--- src/rtl/fpu_add_ctrl_if.sv ---
// Request/response bundle between the FPU issue logic and fpu_add_ctrl.
// Both channels: a transfer occurs on a rising clock edge where valid and ready are both high; the producer holds valid and payload stable until then.
interface fpu_add_ctrl_if;
   logic        req_valid_i;
   logic        req_ready_o;
   logic [31:0] op_a_i;
   logic [31:0] op_b_i;
   logic        sub_i;
   logic        rsp_valid_o;
   logic        rsp_ready_i;
   logic [31:0] rsp_result_o;
   logic [3:0]  rsp_flags_o;

   modport slave (
      input  req_valid_i, op_a_i, op_b_i, sub_i, rsp_ready_i,
      output req_ready_o, rsp_valid_o, rsp_result_o, rsp_flags_o
   );
   modport master (
      output req_valid_i, op_a_i, op_b_i, sub_i, rsp_ready_i,
      input  req_ready_o, rsp_valid_o, rsp_result_o, rsp_flags_o
   );
endinterface

--- src/rtl/fpu_add_ctrl.sv ---
// Sequencer around the combinational fpu_add datapath: unpack, special-case, normalize, round, pack.
// Optional macro FPU_ADD_CTRL_FAST_NORM_EN: single-cycle leading-zero normalization instead of one bit per cycle.
module fpu_add_ctrl #(
   parameter int NORM_MAX = 26
) (
   input  logic          clk_i,
   input  logic          rst_i,
   fpu_add_ctrl_if.slave bus,
   output logic          busy_o,
   output logic [32:0]   add_a_o,
   output logic [32:0]   add_b_o,
   output logic [2:0]    add_exc_o,
   input  logic [33:0]   add_res_i,
   output logic [2:0]    dbg_state_o
);

   typedef enum logic [2:0] {S_IDLE, S_ADD, S_NORM, S_ROUND, S_DONE} state_t;

   state_t      state_q;
   logic [32:0] a_q, b_q;
   logic [2:0]  exc_q;
   logic        snan_q, negz_q;
   logic        sign_q, guard_q;
   logic [9:0]  exp_q;
   logic [24:0] man_q;
   logic [31:0] res_q;
   logic [3:0]  flags_q;
   logic        rsp_valid_q;

   logic [32:0] a_d, b_d;
   logic [2:0]  exc_d;
   logic        snan_d, negz_d, b_sign_d;
   logic        a_nan, b_nan, a_inf, b_inf;
   logic [31:0] canned_res_d;
   logic [3:0]  canned_flags_d;
   logic [24:0] rnd_d;
   logic [23:0] rman_d;
   logic [9:0]  rexp_d;
   logic [31:0] pack_res_d;
   logic [3:0]  pack_flags_d;

   assign bus.req_ready_o  = (state_q == S_IDLE);
   assign bus.rsp_valid_o  = rsp_valid_q;
   assign bus.rsp_result_o = res_q;
   assign bus.rsp_flags_o  = flags_q;
   assign busy_o           = (state_q != S_IDLE);
   assign add_a_o          = a_q;
   assign add_b_o          = b_q;
   assign add_exc_o        = exc_q;
   assign dbg_state_o      = state_q;

   // Operand unpack and special-operand classification at capture time.
   always_comb begin
      b_sign_d = bus.op_b_i[31] ^ bus.sub_i;
      a_d      = {bus.op_a_i[31], bus.op_a_i[30:23], |bus.op_a_i[30:23], bus.op_a_i[22:0]};
      b_d      = {b_sign_d, bus.op_b_i[30:23], |bus.op_b_i[30:23], bus.op_b_i[22:0]};
      a_nan    = (&bus.op_a_i[30:23]) & (|bus.op_a_i[22:0]);
      b_nan    = (&bus.op_b_i[30:23]) & (|bus.op_b_i[22:0]);
      a_inf    = (&bus.op_a_i[30:23]) & ~(|bus.op_a_i[22:0]);
      b_inf    = (&bus.op_b_i[30:23]) & ~(|bus.op_b_i[22:0]);
      snan_d   = (a_nan & ~bus.op_a_i[22]) | (b_nan & ~bus.op_b_i[22]);
      negz_d   = bus.op_a_i[31] & (bus.op_a_i[30:0] == 31'd0) &
                 b_sign_d & (bus.op_b_i[30:0] == 31'd0);
      exc_d    = 3'd0;
      if (a_nan | b_nan)                            exc_d = 3'd1;
      else if (a_inf & b_inf & (bus.op_a_i[31] != b_sign_d)) exc_d = 3'd4;
      else if (a_inf)                               exc_d = bus.op_a_i[31] ? 3'd3 : 3'd2;
      else if (b_inf)                               exc_d = b_sign_d ? 3'd3 : 3'd2;
   end

   always_comb begin
      canned_res_d   = 32'hFF80_0000;
      canned_flags_d = 4'b0000;
      case (exc_q)
         3'd1: begin canned_res_d = 32'h7FC0_0000; canned_flags_d = {snan_q, 3'b000}; end
         3'd4: begin canned_res_d = 32'h7FC0_0000; canned_flags_d = 4'b1000; end
         3'd2: canned_res_d = 32'h7F80_0000;
         default: canned_res_d = 32'hFF80_0000;
      endcase
   end

   // Round-to-nearest-even on the guard bit alone, with carry-out renormalization.
   always_comb begin
      rnd_d = {1'b0, man_q[23:0]} + {24'd0, guard_q & man_q[0]};
      if (rnd_d[24]) begin
         rman_d = rnd_d[24:1];
         rexp_d = exp_q + 10'd1;
      end else begin
         rman_d = rnd_d[23:0];
         rexp_d = exp_q;
      end
      if (rexp_d >= 10'd255) begin
         pack_res_d   = {sign_q, 8'hFF, 23'd0};
         pack_flags_d = 4'b0101;
      end else if ((rexp_d <= 10'd1) && !rman_d[23]) begin
         pack_res_d   = {sign_q, 8'd0, rman_d[22:0]};
         pack_flags_d = {2'b00, guard_q & (rman_d != 24'd0), guard_q};
      end else begin
         pack_res_d   = {sign_q, rexp_d[7:0], rman_d[22:0]};
         pack_flags_d = {3'b000, guard_q};
      end
   end

`ifdef FPU_ADD_CTRL_FAST_NORM_EN
   logic [4:0] lz_d;
   logic [9:0] max_sh_d, sh_d;
   always_comb begin
      lz_d = 5'd24;
      for (int i = 0; i < 24; i++) begin
         if (man_q[i]) lz_d = 5'(23 - i);
      end
      max_sh_d = (exp_q > 10'd1) ? (exp_q - 10'd1) : 10'd0;
      sh_d     = ({5'd0, lz_d} < max_sh_d) ? {5'd0, lz_d} : max_sh_d;
   end
`else
   localparam int CW = $clog2(NORM_MAX + 1);
   logic [CW-1:0] cnt_q;
   logic          norm_stop_d;
   // Leave NORM on the shift that normalizes, reaches the denormal floor, or hits the cap.
   assign norm_stop_d = man_q[22] | (exp_q <= 10'd2) | (cnt_q == CW'(NORM_MAX - 1));
`endif

   always_ff @(posedge clk_i or posedge rst_i) begin
      if (rst_i) begin
         state_q     <= S_IDLE;
         a_q         <= '0;
         b_q         <= '0;
         exc_q       <= '0;
         snan_q      <= 1'b0;
         negz_q      <= 1'b0;
         sign_q      <= 1'b0;
         guard_q     <= 1'b0;
         exp_q       <= '0;
         man_q       <= '0;
         res_q       <= '0;
         flags_q     <= '0;
         rsp_valid_q <= 1'b0;
`ifndef FPU_ADD_CTRL_FAST_NORM_EN
         cnt_q       <= '0;
`endif
      end else begin
         case (state_q)
            S_IDLE: begin
               if (bus.req_valid_i) begin
                  a_q     <= a_d;
                  b_q     <= b_d;
                  exc_q   <= exc_d;
                  snan_q  <= snan_d;
                  negz_q  <= negz_d;
                  state_q <= S_ADD;
               end
            end
            S_ADD: begin
               if (exc_q != 3'd0) begin
                  res_q   <= canned_res_d;
                  flags_q <= canned_flags_d;
                  state_q <= S_DONE;
               end else begin
                  sign_q  <= add_res_i[33];
                  exp_q   <= {2'b00, add_res_i[32:25]};
                  man_q   <= add_res_i[24:0];
                  guard_q <= 1'b0;
`ifndef FPU_ADD_CTRL_FAST_NORM_EN
                  cnt_q   <= '0;
`endif
                  state_q <= S_NORM;
               end
            end
            S_NORM: begin
               if (man_q[24]) begin
                  man_q   <= {1'b0, man_q[24:1]};
                  guard_q <= man_q[0];
                  exp_q   <= exp_q + 10'd1;
                  state_q <= S_ROUND;
               end else if (man_q == 25'd0) begin
                  sign_q  <= negz_q;
                  exp_q   <= 10'd0;
                  state_q <= S_ROUND;
`ifdef FPU_ADD_CTRL_FAST_NORM_EN
               end else begin
                  man_q   <= man_q << sh_d;
                  exp_q   <= exp_q - sh_d;
                  state_q <= S_ROUND;
               end
`else
               end else if (!man_q[23] && (exp_q > 10'd1)) begin
                  man_q <= {man_q[23:0], 1'b0};
                  exp_q <= exp_q - 10'd1;
                  cnt_q <= cnt_q + 1'b1;
                  if (norm_stop_d) state_q <= S_ROUND;
               end else begin
                  state_q <= S_ROUND;
               end
`endif
            end
            S_ROUND: begin
               res_q   <= pack_res_d;
               flags_q <= pack_flags_d;
               state_q <= S_DONE;
            end
            S_DONE: begin
               // Result registers settle on DONE entry; valid is raised one cycle later.
               if (!rsp_valid_q) begin
                  rsp_valid_q <= 1'b1;
               end else if (bus.rsp_ready_i) begin
                  rsp_valid_q <= 1'b0;
                  state_q     <= S_IDLE;
               end
            end
            default: state_q <= S_IDLE;
         endcase
      end
   end

endmodule

--- src/flat_wrapper.sv ---
// flat-port wrapper written by rule: the top's interface ports become plain ports
module fpu_add_ctrl_flat 
#(
   parameter int NORM_MAX = 26
)
  (clk_i, rst_i, busy_o, add_a_o, add_b_o, add_exc_o, add_res_i, dbg_state_o, bus_req_valid_i, bus_op_a_i, bus_op_b_i, bus_sub_i, bus_rsp_ready_i, bus_req_ready_o, bus_rsp_valid_o, bus_rsp_result_o, bus_rsp_flags_o);
  fpu_add_ctrl_if bus_i ();
  input  logic clk_i;
  input  logic rst_i;
  output logic busy_o;
  output logic [32:0] add_a_o;
  output logic [32:0] add_b_o;
  output logic [2:0] add_exc_o;
  input  logic [33:0] add_res_i;
  output logic [2:0] dbg_state_o;
  input wire logic [$bits(bus_i.req_valid_i)-1:0] bus_req_valid_i;
  input wire logic [$bits(bus_i.op_a_i)-1:0] bus_op_a_i;
  input wire logic [$bits(bus_i.op_b_i)-1:0] bus_op_b_i;
  input wire logic [$bits(bus_i.sub_i)-1:0] bus_sub_i;
  input wire logic [$bits(bus_i.rsp_ready_i)-1:0] bus_rsp_ready_i;
  output wire logic [$bits(bus_i.req_ready_o)-1:0] bus_req_ready_o;
  output wire logic [$bits(bus_i.rsp_valid_o)-1:0] bus_rsp_valid_o;
  output wire logic [$bits(bus_i.rsp_result_o)-1:0] bus_rsp_result_o;
  output wire logic [$bits(bus_i.rsp_flags_o)-1:0] bus_rsp_flags_o;
  assign bus_i.req_valid_i = bus_req_valid_i;
  assign bus_i.op_a_i = bus_op_a_i;
  assign bus_i.op_b_i = bus_op_b_i;
  assign bus_i.sub_i = bus_sub_i;
  assign bus_i.rsp_ready_i = bus_rsp_ready_i;
  assign bus_req_ready_o = bus_i.req_ready_o;
  assign bus_rsp_valid_o = bus_i.rsp_valid_o;
  assign bus_rsp_result_o = bus_i.rsp_result_o;
  assign bus_rsp_flags_o = bus_i.rsp_flags_o;
  fpu_add_ctrl #(.NORM_MAX(NORM_MAX)) u_core (.clk_i(clk_i), .rst_i(rst_i), .bus(bus_i), .busy_o(busy_o), .add_a_o(add_a_o), .add_b_o(add_b_o), .add_exc_o(add_exc_o), .add_res_i(add_res_i), .dbg_state_o(dbg_state_o));
endmodule
--- config.mk ---
export PLATFORM = sky130hd
export DESIGN_NAME = fpu_add_ctrl_flat
export DESIGN_NICKNAME = d
export VERILOG_FILES = /design/src/rtl/fpu_add_ctrl_if.sv /design/src/rtl/fpu_add_ctrl.sv /design/src/flat_wrapper.sv
export SDC_FILE = /design/constraint.sdc
export NUM_CORES = 1
export LEC_CHECK = 0
export ABC_AREA = 1
export CORE_UTILIZATION = 46
export CTS_BUF_LIST = sky130_fd_sc_hd__clkbuf_4 sky130_fd_sc_hd__clkbuf_8 sky130_fd_sc_hd__clkbuf_16
export DETAILED_ROUTE_END_ITERATION = 6
export GPL_ROUTABILITY_DRIVEN = 1
export GPL_TIMING_DRIVEN = 0
export PLACE_DENSITY = 0.78
export SLEW_MARGIN = 20
export SYNTH_ARGS = -nofsm -noshare
export SYNTH_HDL_FRONTEND = slang
export SYNTH_SLANG_ARGS = --single-unit
--- constraint.sdc ---
create_clock -name clk_i -period 6.05 [get_ports clk_i]
set_clock_uncertainty 0.1 [all_clocks]
set_input_delay 1.815 -clock clk_i [delete_from_list [all_inputs] [get_ports clk_i]]
set_output_delay 1.815 -clock clk_i [all_outputs]
set_load 0.1 [all_outputs]
==> flow_summary_export.csv, run 1 <==
group,metric,value,unit
clock_network,worstSkewPairLatency,0.44,ns
global_route,grt_first_pass_wirelength,44.0,mm
clock_network,htree_num_levels,4,
final_layout,final_layout_size_suffix_gt1_frac,0.0721,
synth,yosysMostFrequentCell,"nand2_1",
global_route,grt_overflow_total,0,
synth,syn_area,8750,um^2
synth,netlist_top_cells_count,"nand2_1 (380), dfrtp_1 (153), nor2_1 (126)",
final_layout,final_core_util,0.633,
clock_network,clk_path_buf_depth,2,
global_route,antenna_found_initial,0,
floorplan,start_util,0.469,
min_path,hold_class,"reg -> reg",
placed_design,post-dp-hpwl,21.2,mm
timing,fmax,234,MHz
floorplan,core,18600,um^2
clock_network,clk_pin_slew,0.06,ns
timing,slew_viol_final,0,
placed_design,place_congestion,0.948,
routing,drc_errors,1,
outcome,status,"finished with violations",
synth,synth_area_leaders,"dfrtp_1 (44%), nand2_1 (16%), o21ai_0 (5.9%)",
routing,via_count,8745,
synth,synth.avg_cell_area,7.31,um^2
placed_design,port_buffers,213,
synth,yosys_most_used_dff,"dfrtp_1",
final_layout,fill_cells,1680,
final_layout,n_antenna_cell,0,
clock_network,post-cts-setup-buffers,0,
critical_path,worst-setup-path-type,"reg -> out",
clock_network,cts_tree,"built",
global_route,grt_pass1_vias,8631,
routing,wl_per_cell,16.3,um
timing,min_period,4.28,ns
critical_path,max_stage_delay,1.15,ns
critical_path,worst_setup_path_end_kind,"output pin",
clock_network,cts-resized-gates,0,
routing,ant_nets,0,
floorplan,die-area,19600,um^2
critical_path,critical_path_arrival,2.37,ns
critical_path,cp_max_fo,7,
global_route,grt_max_degree,106,
synth,async_flop_share,1.00,
clock_network,cts_root_buf,"clkbuf_16",
critical_path,critPathLaunchType,"flip-flop",
critical_path,crit_family,"buffers and inverters",
routing,drt_wl_total,27.3,mm
floorplan,dieHeight,140,um
synth,ys_warn_count,0,
final_layout,area_growth,34.9,%
synth,synth_nets,1306,
global_route,gr-usage-all-layers,0.288,
timing,worst_pin_slew,1.05,ns
outcome,violations,"design-rule violations",
clock_network,cts_made_buffers,17,
synth,yosysSeqAreaShare,0.438,
synth,syn_inst,1196,
floorplan,ios,214,
job,maxCapViolations,0,
timing,grt_setup_unrepaired,"false",
final_layout,nets,1539,
floorplan,die_x,140,um
clock_network,ctsHoldBuffers,0,
critical_path,crit_path_cell_trace,"nor2_1, inv_1, nor2_1, inv_1, clkdlybuf4s50_1",
timing,slew_headroom,0.295,
critical_path,worstPathRequired,4.14,ns
synth,synthDominantCellAreaShare,0.438,
timing,finalCritPeriodShare,0.707,
critical_path,cp_slowest_cell,"clkdlybuf4s50_1",
routing,drt_iter0_drc,558,
synth,synth_edf_count,0,
critical_path,path_buf_inv,3,
routing,via_per_inst,5.22,
routing,drtPass1Iterations,7,
timing,hold_viol_final,0,
synth,synth.ff_latch_count,153,
timing,setup_viol,0,
synth,synth_cell_types,46,
synth,synth_top_cell_by_area,"dfrtp_1",
clock_network,clock_sinks,153,
floorplan,placementRows,50,
==> final timing paths <==
| check | slack (ns) | from | endpoint | depth (start not counted) |
|---|---|---|---|---|
| min in group asynchronous | 1.68 | rst_i | u_core.add_a_o[11] | 2 |
| max reg2reg | 3.05 | u_core.guard_q | u_core.bus.rsp_result_o[27] | 15 |
| min | 0.37 | u_core.add_a_o[10] | u_core.add_a_o[10] | 2 |
| min reg2reg | 0.37 | u_core.add_a_o[10] | u_core.add_a_o[10] | 2 |
| max in group asynchronous | 3.35 | rst_i | u_core.bus.rsp_result_o[31] | 3 |
| max | 1.77 | u_core.dbg_state_o[2] | busy_o | 5 |
==> layer usage <==
layer | GRT usage | wire length (um) | vias up
li1 | - | - | 4306
met1 | 0.335 | 11000 | 4056
met2 | 0.491 | 13100 | 328
met3 | 0.0913 | 2260 | 55
met4 | 0.120 | 860 | 0
met5 | 0 | 0 | -
==> per-stage QoR <==
step	instance area [um^2]	instances	hold WS [ns]	setup WS (ns)	TNS [ns]
after floorplan	8750	1196	0.350	0.0136	0
after global placement	11200	1643	0.355	-2.13	-324.05
after detailed placement	11200	1644	0.362	2.14	0
after CTS	11800	1676	0.378	1.76	0
after global routing	11800	1676	0.389	1.67	0
final	11800	1676	0.373	1.77	0
==> flip-flops by register name, indices dropped and copies added, names as in the netlist <==
name / flops
u_core.sign_q: 1
u_core.cnt_q: 5
u_core.bus.rsp_valid_o: 1
u_core.add_a_o: 33
u_core.bus.rsp_result_o: 32
u_core.exp_q: 10
u_core.add_b_o: 33
u_core.man_q: 25
u_core.bus.rsp_flags_o: 4
u_core.snan_q: 1
u_core.add_exc_o: 3
u_core.dbg_state_o: 3
u_core.guard_q: 1
u_core.negz_q: 1
==> worst reg2reg max path, delay by kind of cell, from the launching register on <==
kind,cells,cell delay (ns)
fa+ha+maj,1,0.37
buf+inv,3,0.51
flops,1,0.44
simple gates,11,1.48
==> cells by family (layout without fill, tap and decap cells) <==
kind of cell | Yosys count | in the layout | share of synthesized area
and+or+nand+nor | 656 | 656 | 0.323
AOI/OAI and AO/OA | 184 | 184 | 0.124
buffers and inverters | 172 | 418 | 0.0807
DFF | 153 | 153 | 0.438
xor gates and xnor gates | 23 | 23 | 0.0230
adders and majority gates | 7 | 7 | 0.0100
muxes | 1 | 1 | 0.00129
==> cell usage in the layout, fill, tap and decap left out, types with 21 or more instances in the layout <==
cell             netlist  layout
xor2_1                22      22
dfrtp_1              153     153
nand2_1              380     380
nor3_1                21      21
inv_1                123     122
nand4_1               30      30
o21ai_0              103     103
nor2_1               126     126
clkdlybuf4s50_1        0     213
clkbuf_1              24      24
nand3_1               55      55
==> final cells by class <==
cell class,count,area [um^2],area share
Multi-Input combinational cell,871,4210,0.357
Inverter,133,507,0.0429
Tap cell,234,293,0.0248
Buffer,39,206,0.0175
Timing Repair Buffer,214,2160,0.183
Clock inverter,14,160,0.0136
Clock buffer,18,433,0.0367
Sequential cell,153,3830,0.324
Power of run 1 is not shown: default switching activity piles up to over one toggle a cycle in this logic, so the estimate is an artifact.
==> inputs of run 2 (changes only) <==
- clock period: 6.05 -> 3.74 ns (I/O delays scaled with it)
==> run 2 against run 1 <==
- the run still ends with design-rule violations left
- global-route usage up 0.38 points
- sequential share of layout area is 0.33 points lower
- register-to-register slack worse by 2.3 ns
- cell area up 1.0%
- hold slack got worse by 0.0044 ns
==> flow_summary_export.csv, run 2 (synthesized netlist as in run 1, its figures left out) <==
group,metric,value,unit
outcome,status,"finished with violations",
outcome,violations,"design-rule violations",
routing,drc_errors,1,
clock_network,htree_num_levels,4,
floorplan,core,18600,um^2
clock_network,cts-resized-gates,0,
floorplan,ios,214,
clock_network,worstSkewPairLatency,0.43,ns
global_route,grt_first_pass_wirelength,44.8,mm
critical_path,worstPathRequired,2.52,ns
timing,grt_setup_unrepaired,"false",
routing,via_count,8814,
routing,drt_wl_total,27.6,mm
timing,hold_viol_final,0,
global_route,gr-usage-all-layers,0.292,
critical_path,crit_path_cell_trace,"nor2_1, inv_1, nor2_4, inv_1, clkdlybuf4s50_1",
critical_path,critPathLaunchType,"flip-flop",
global_route,busiest_layer,"met2",
min_path,hold_class,"reg -> reg",
floorplan,die-area,19600,um^2
routing,via_per_inst,5.25,
critical_path,worst_setup_path_end_kind,"output pin",
final_layout,stdcell_area,11900,um^2
critical_path,cp_max_fo,7,
clock_network,ctsHoldBuffers,0,
clock_network,clock_sinks,153,
global_route,grt_pass1_vias,8872,
final_layout,nets,1543,
floorplan,die_x,140,um
final_layout,final_core_util,0.639,
floorplan,dieHeight,140,um
placed_design,dpl_cell_area,11300,um^2
timing,min_period,3.61,ns
global_route,grt_overflow_total,0,
critical_path,r2r-end,"u_core.bus.rsp_result_o[27]",
final_layout,final_common_cell,"nand2_1",
routing,drt_iter0_drc,502,
clock_network,cts_made_buffers,17,
global_route,grt_max_degree,34,
clock_network,clk_path_buf_depth,2,
critical_path,cp_slowest_cell,"clkdlybuf4s50_1",
placed_design,post-dp-hpwl,22.0,mm
timing,slew_viol_final,0,
global_route,groute.layer.met3.usage,0.0947,
final_layout,area_growth,36.3,%
timing,fmax,277,MHz
floorplan,placementRows,50,
clock_network,post-cts-setup-buffers,0,
timing,slew_headroom,0.301,
placed_design,port_buffers,213,
routing,ant_nets,0,
critical_path,reg2reg_depth,17,
timing,worst_pin_slew,1.05,ns
critical_path,crit_top_cell,"inv_1",
final_layout,final_layout_size_suffix_gt1_frac,0.0741,
final_layout,layout_common_cells,"nand2_1 (380), clkdlybuf4s50_1 (213), dfrtp_1 (153)",
job,maxCapViolations,0,
placed_design,place_congestion,0.926,
global_route,use_met1,0.331,
routing,wl_per_cell,16.4,um
clock_network,clk_pin_slew,0.06,ns
timing,setup_viol,0,
clock_network,cts_tree,"built",
routing,drtPass1Iterations,7,
clock_network,cts_root_buf,"clkbuf_16",
critical_path,rrSetupSlack,0.76,ns
critical_path,max_stage_delay,1.15,ns
final_layout,n_antenna_cell,0,
timing,finalCritPeriodShare,0.966,
floorplan,start_util,0.469,
timing,fin_setup_tns,0,ns
critical_path,critical_path_arrival,2.39,ns
critical_path,cp-endpoint,"busy_o",
global_route,antenna_found_initial,2,
global_route,use_met2,0.511,
critical_path,rr_startpoint,"u_core.guard_q",
critical_path,startpoint,"u_core.dbg_state_o[2]",
critical_path,worst-setup-path-type,"reg -> out",
==> run 2: worst max-delay path: cells and delay by family, from the launching register on <==
kind,cells,cell delay (ns)
buffers and inverters,3,1.40
flip-flops,1,0.46
AND/OR/NAND/NOR,2,0.10
==> run 2: cell type report <==
type                       instances  area, um^2
clock inverter                    10         170
fill                            1655        6720
timing repair buffer             218        2240
tap                              234         293
inverter                         133         503
sequential                       153        3830
multi-input combinational        871        4220
clock buffer                      20         460
buffer                            39         206
==> run 2: layer usage <==
layer,wire (um),up-vias
met4,726,2
li1,-,4306
met5,13,-
met3,2600,57
met1,10700,4084
met2,13500,365
==> run 2: worst min-delay path by stage <==
stage	from	end	slack, ns	cells past startpoint
after floorplan	u_core.snan_q	u_core.snan_q	0.35	2
after global placement	u_core.add_a_o[30]	u_core.add_a_o[30]	0.35	2
after detailed placement	u_core.add_a_o[18]	u_core.add_a_o[18]	0.36	2
after CTS	u_core.add_a_o[11]	u_core.add_a_o[11]	0.38	2
after global routing	u_core.add_a_o[11]	u_core.add_a_o[11]	0.38	2
final	u_core.add_a_o[11]	u_core.add_a_o[11]	0.37	2
==> run 2: metrics by stage <==
stage,instances,setup slack (ns),hold slack (ns)
6_report,1678,0.128,0.369
5_1_grt,1678,0.0707,0.383
4_1_cts,1678,0.113,0.377
3_5_place_dp,1648,0.502,0.360
3_3_place_gp,1643,-0.763,0.352
2_1_floorplan,1196,0.278,0.350
Power of run 2 is left out for the same reason.
==> inputs of run 3 (changes only) <==
- SKIP_CTS_REPAIR_TIMING: not set -> 1
==> results of run 3 <==
The final DEF is identical to that of run 2; final timing and power are the same.
Power of run 3 is left out for the same reason.
